File: src/rtl/date_decode.sv
// Day-of-year to calendar date converter.
// Takes a three-digit BCD day-of-year and a leap flag and produces a BCD
// month and day of month. It walks through the months one per clock,
// subtracting each month length in turn, so the latency depends on the
// result month.
module date_decode #(
    parameter int LEAP_EN    = 1,
    parameter int ZERO_BASED = 0
) (
    input  logic       clock,
    input  logic       reset_n,
    input  logic       start,
    input  logic [3:0] hundreds,
    input  logic [3:0] tens,
    input  logic [3:0] ones,
    input  logic       leap,
    output logic [3:0] month_tens,
    output logic [3:0] month_ones,
    output logic [3:0] day_tens,
    output logic [3:0] day_ones,
    output logic       busy,
    output logic       done,
    output logic       err
);

    typedef enum logic [1:0] {
        IDLE   = 2'd0,
        CONV   = 2'd1,
        SEARCH = 2'd2
    } state_t;

    state_t     state;
    logic [3:0] hun_q;
    logic [3:0] ten_q;
    logic [3:0] one_q;
    logic       leap_q;
    logic [8:0] rem;
    logic [3:0] mon;

    // Number of days in month m (1..12).
    function automatic logic [4:0] month_len(input logic [3:0] m, input logic lp);
        logic [4:0] len;
        case (m)
            4'd2:                      len = lp ? 5'd29 : 5'd28;
            4'd4, 4'd6, 4'd9, 4'd11:   len = 5'd30;
            default:                   len = 5'd31;
        endcase
        return len;
    endfunction

    // Binary 0..31 to two BCD digits {tens, ones}.
    function automatic logic [7:0] to_bcd(input logic [4:0] v);
        logic [3:0] t;
        logic [4:0] r;
        if (v >= 5'd30) begin
            t = 4'd3;
            r = v - 5'd30;
        end else if (v >= 5'd20) begin
            t = 4'd2;
            r = v - 5'd20;
        end else if (v >= 5'd10) begin
            t = 4'd1;
            r = v - 5'd10;
        end else begin
            t = 4'd0;
            r = v;
        end
        return {t, r[3:0]};
    endfunction

    // 11 bits so that out-of-range digits (up to 15) cannot wrap into a
    // seemingly valid value before the digit check rejects them.
    logic [10:0] v_full;
    logic [10:0] v_limit;
    logic        digit_bad;
    logic        v_ok;
    logic [4:0]  cur_len;
    logic        fits;
    logic [7:0]  mon_bcd;
    logic [7:0]  day_bcd;

    assign v_full    = 11'(hun_q) * 11'd100 + 11'(ten_q) * 11'd10 + 11'(one_q)
                     + ((ZERO_BASED != 0) ? 11'd1 : 11'd0);
    assign v_limit   = 11'd365 + 11'(leap_q);
    assign digit_bad = (hun_q > 4'd9) || (ten_q > 4'd9) || (one_q > 4'd9);
    assign v_ok      = !digit_bad && (v_full != 11'd0) && (v_full <= v_limit);
    assign cur_len   = month_len(mon, leap_q);
    assign fits      = (rem <= {4'd0, cur_len});
    assign mon_bcd   = to_bcd({1'b0, mon});
    assign day_bcd   = to_bcd(rem[4:0]);

    // Control FSM with registered outputs; latches inputs on an accepted start.
    always_ff @(posedge clock or negedge reset_n) begin
        if (!reset_n) begin
            state      <= IDLE;
            hun_q      <= 4'd0;
            ten_q      <= 4'd0;
            one_q      <= 4'd0;
            leap_q     <= 1'b0;
            rem        <= 9'd0;
            mon        <= 4'd0;
            month_tens <= 4'd0;
            month_ones <= 4'd0;
            day_tens   <= 4'd0;
            day_ones   <= 4'd0;
            busy       <= 1'b0;
            done       <= 1'b0;
            err        <= 1'b0;
        end else begin
            done <= 1'b0;
            case (state)
                IDLE: begin
                    if (start) begin
                        hun_q  <= hundreds;
                        ten_q  <= tens;
                        one_q  <= ones;
                        leap_q <= (LEAP_EN != 0) ? leap : 1'b0;
                        err    <= 1'b0;
                        busy   <= 1'b1;
                        state  <= CONV;
                    end
                end
                CONV: begin
                    if (!v_ok) begin
                        err        <= 1'b1;
                        month_tens <= 4'd0;
                        month_ones <= 4'd0;
                        day_tens   <= 4'd0;
                        day_ones   <= 4'd0;
                        done       <= 1'b1;
                        busy       <= 1'b0;
                        state      <= IDLE;
                    end else begin
                        rem   <= v_full[8:0];
                        mon   <= 4'd1;
                        state <= SEARCH;
                    end
                end
                SEARCH: begin
                    // December always fits: the range check bounds the remainder.
                    if (fits) begin
                        month_tens <= mon_bcd[7:4];
                        month_ones <= mon_bcd[3:0];
                        day_tens   <= day_bcd[7:4];
                        day_ones   <= day_bcd[3:0];
                        done       <= 1'b1;
                        busy       <= 1'b0;
                        state      <= IDLE;
                    end else begin
                        rem <= rem - {4'd0, cur_len};
                        mon <= mon + 4'd1;
                    end
                end
                default: begin
                    busy  <= 1'b0;
                    state <= IDLE;
                end
            endcase
        end
    end

endmodule

File: config.mk
export PLATFORM = sky130hd
export DESIGN_NAME = date_decode
export DESIGN_NICKNAME = d
export VERILOG_FILES = /design/src/rtl/date_decode.sv
export SDC_FILE = /design/constraint.sdc
export NUM_CORES = 1
export LEC_CHECK = 0
export BUFFER_PORTS_ARGS = -buffer_cell sky130_fd_sc_hd__buf_2
export CAP_MARGIN = 20
export CORE_MARGIN = 5
export CORE_UTILIZATION = 55
export DETAILED_ROUTE_END_ITERATION = 16
export PLACE_DENSITY_LB_ADDON = 0.1
export SLEW_MARGIN = 15
export SYNTH_ARGS = -nofsm -noshare
export SYNTH_HDL_FRONTEND = slang
export SYNTH_SLANG_ARGS = --single-unit
File: constraint.sdc
create_clock -name clock -period 7.8 [get_ports clock]
set_clock_uncertainty 0.1 [all_clocks]
set_input_delay 1.56 -clock clock [delete_from_list [all_inputs] [get_ports clock]]
set_output_delay 1.56 -clock clock [all_outputs]
set_load 0.1 [all_outputs]
==> results.txt <==
Number of synthesized register bits -> 42
Post-synth cell types -> 62
Synth-to-layout area growth -> 7.92%
Port-buffer cells -> 29
Period minus WS final -> 4.59 ns
Post-CTS setup buffer count -> 0
WP buf/inv -> 3
Post-synth EDFFs -> 0
Worst Setup EP -> month_tens[0]
DR vias -> 2608
WS Path Type -> reg -> reg
Syn Area/Cell -> 9.73 µm²
Max stage delay on crit path -> 0.60 ns
Crit path max fanout -> 11
Startpoint Class -> flip-flop
Global placer's final weighted congestion -> 0.816
Final-report setup violation count -> 0
Worst-Margin Slew -> 0.901 ns
Ant. Diodes -> 0
Hold_buf cts -> 0
Ys async rst share -> 1.00
Hold Startpoint -> month_tens[0]
Initial DRC count -> 180
DR pass1 iterations -> 4
Initial antenna violation count -> 0
Critical Path Source -> hun_q[0]
Drt wl/cell -> 15.9 µm
Cell taking the most area after synthesis -> dfrtp_1
Vias in the first global route -> 2615
Final Hold Viols -> 0
Initial Util -> 0.570
Crit share post-route -> 0.588
Setup slack, reg-to-reg -> 3.21 ns
Clock sink count -> 42
Yosys top cell area share -> 0.309
Critical path's top delay family -> adder cells
Mapped cell area -> 3400 µm²
All-Layer GR Usage -> 0.202
Hold Crit Class -> reg -> reg
WP depth -> 16
Longest Clk Path Bufs -> 2
Die W -> 88.6 µm
Reg2Reg Capture Point -> month_tens[0]
# nets final -> 440
Num CTS Buffers -> 5
F_max -> 218 MHz
Clk_lat worst skew -> 0.29 ns
Top FF cell, synth -> dfrtp_1
First-pass GRT wire length -> 12500 µm
Largest net degree at the start of global routing -> 43
CTS tree -> done
H-tree Lvls -> 2
Slowest cell on crit path -> nor2_1
Site Rows -> 28
Slew margin rel. -> 0.399
WL final -> 7110 µm
Status -> finished clean
Sequential area share after synthesis -> 0.309
Dominant cells by area after synthesis -> dfrtp_1, ha_1, mux2_2
CP required -> 7.93 ns
Ports -> 35
Clk root buf -> clkbuf_8
Flip-flop and latch area -> 1050 µm²
Congestion Overflow GR -> 0
Crit end category -> flip-flop
Clk slew on worst S/H paths -> 0.08 ns
Detail Placement HPWL -> 5520 µm
Worst Reg-to-Reg Cells -> 16
Worst path cell trace -> inv_1 -> ha_1 -> ha_1 -> inv_1 -> fa_1 -> inv_1 -> ha_1 -> ha_1 -> or3b_1 -> o21ai_0 -> nor4b_2 -> nor4b_1 -> mux2_2 -> nor3_4 -> nor2_1 -> a32o_1
Die Y -> 88.6 µm
Share of cells above drive strength 1 -> 0.167
Setup_tns -> 0 ns
Max_cap viols -> 0
Post-route DRC -> 0
Arrival @ worst endpoint -> 4.71 ns
Multi-input gate area -> 2140 µm²
Worst R2R Start -> hun_q[0]
Final ANT Viol Nets -> 0
Syn. warnings -> 0
Slew Viols, Final -> 0
Mapped Cells -> 349
Vias/cell -> 5.83
Fill cells -> 532
CORE AREA -> 5960 µm²
Crit-path most repeated cell -> ha_1
DIE AREA -> 7850 µm²
RSZ-0062 raised after global routing -> false
Post-CTS Resized -> 0
## metal layers
| metal | GRT usage | vias up | share of wire |
|---|---|---|---|
| li1 | - | 1296 | - |
| met1 | 0.305 | 1253 | 0.52 |
| met2 | 0.308 | 55 | 0.43 |
| met3 | 0.0307 | 4 | 0.040 |
| met4 | 0.0412 | 0 | 0.0065 |
| met5 | 0 | - | 0 |
## state kept, by name, indices dropped and copies added (netlist names)
register / cells
rem: 9
mon: 4
state: 2
month_ones: 4
day_tens: 2
err: 1
busy: 1
hun_q: 4
done: 1
one_q: 4
leap_q: 1
day_ones: 4
ten_q: 4
month_tens: 1
## worst min path at each step
stage                          endpoint  slack (ns)  cells after the start
after global routing      month_tens[0]        0.40                      1
after CTS                 month_tens[0]        0.40                      1
after global placement    month_tens[0]        0.37                      1
after detailed placement  month_tens[0]        0.38                      1
after floorplan                  rem[7]        0.36                      1
final                     month_tens[0]        0.39                      1
## logic make-up (layout without fill, tap and decap cells)
kind of cell,after synthesis,after routing,synth area share
AND/OR/NAND/NOR,88,88,0.141
multiplexers,17,17,0.0556
buffers and inverters,50,69,0.0659
XOR/XNOR,11,11,0.0284
other,1,5,0.00110
AO/OA/AOI/OAI,87,87,0.190
adder cells (fa/ha/maj),53,53,0.208
flip-flops,42,42,0.309
## cells in the final DEF, fill, tap and decap left out, types with 3 or more instances in the layout
cell,Yosys,final
o21ai_0,17,17
a31oi_1,5,5
a32oi_1,3,3
o31ai_1,3,3
o21a_1,3,3
o221a_1,4,4
nor2_1,18,18
a22o_1,8,8
clkbuf_8,0,6
buf_2,2,29
a21oi_1,16,16
nand3_1,11,11
fa_1,6,6
conb_1,1,5
nand2b_1,4,4
and3_1,3,3
dfrtp_1,42,42
a32o_1,5,5
xnor2_1,6,6
nand2_1,20,20
nor2b_1,10,10
ha_1,47,47
xor2_1,5,5
mux2_2,15,15
nor3b_1,3,3
inv_1,31,31
## final cells by class
cell class | count | share of cell area
Inverter | 31 | 0.0317
Clock inverter | 1 | 0.00239
Sequential cell | 42 | 0.287
Clock buffer | 7 | 0.0235
Tap cell | 75 | 0.0256
Multi-Input combinational cell | 261 | 0.583
Timing Repair Buffer | 30 | 0.0471
## worst register-to-register path: stages (launching register included)
cell and delay [ns]:
dfrtp_1 0.47, inv_1 0.07, ha_1 0.28, ha_1 0.15, inv_1 0.05, fa_1 0.48, inv_1 0.04, ha_1 0.29
ha_1 0.38, or3b_1 0.19, o21ai_0 0.09, nor4b_2 0.38, nor4b_1 0.30, mux2_2 0.30, nor3_4 0.07, nor2_1 0.60
a32o_1 0.28
## Yosys cell counts (5+ instances only)
cell and count:
xor2_1 5, nand3_1 11, nor2b_1 10, a32o_1 5, nor2_1 18, nand2_1 20
o21ai_0 17, a31oi_1 5, a21oi_1 16, dfrtp_1 42, inv_1 31, ha_1 47
xnor2_1 6, a22o_1 8, fa_1 6, mux2_2 15, buf_4 7, clkbuf_1 8
## metrics by stage
| step | utilization | hold WS, ns | setup WS, ns | cells | area [µm²] |
|---|---|---|---|---|---|
| after detailed placement | 0.595 | 0.377 | 3.27 | 438 | 3540 |
| final | 0.616 | 0.393 | 3.21 | 447 | 3670 |
| after floorplan | - | 0.358 | 3.78 | 353 | 3410 |
| after global routing | 0.616 | 0.402 | 2.86 | 447 | 3670 |
| after CTS | 0.611 | 0.398 | 3.24 | 446 | 3640 |
| after global placement | 0.595 | 0.369 | 3.43 | 438 | 3540 |
Power is not shown: default switching activity piles up to over one toggle a cycle in this logic, so the estimate is an artifact.
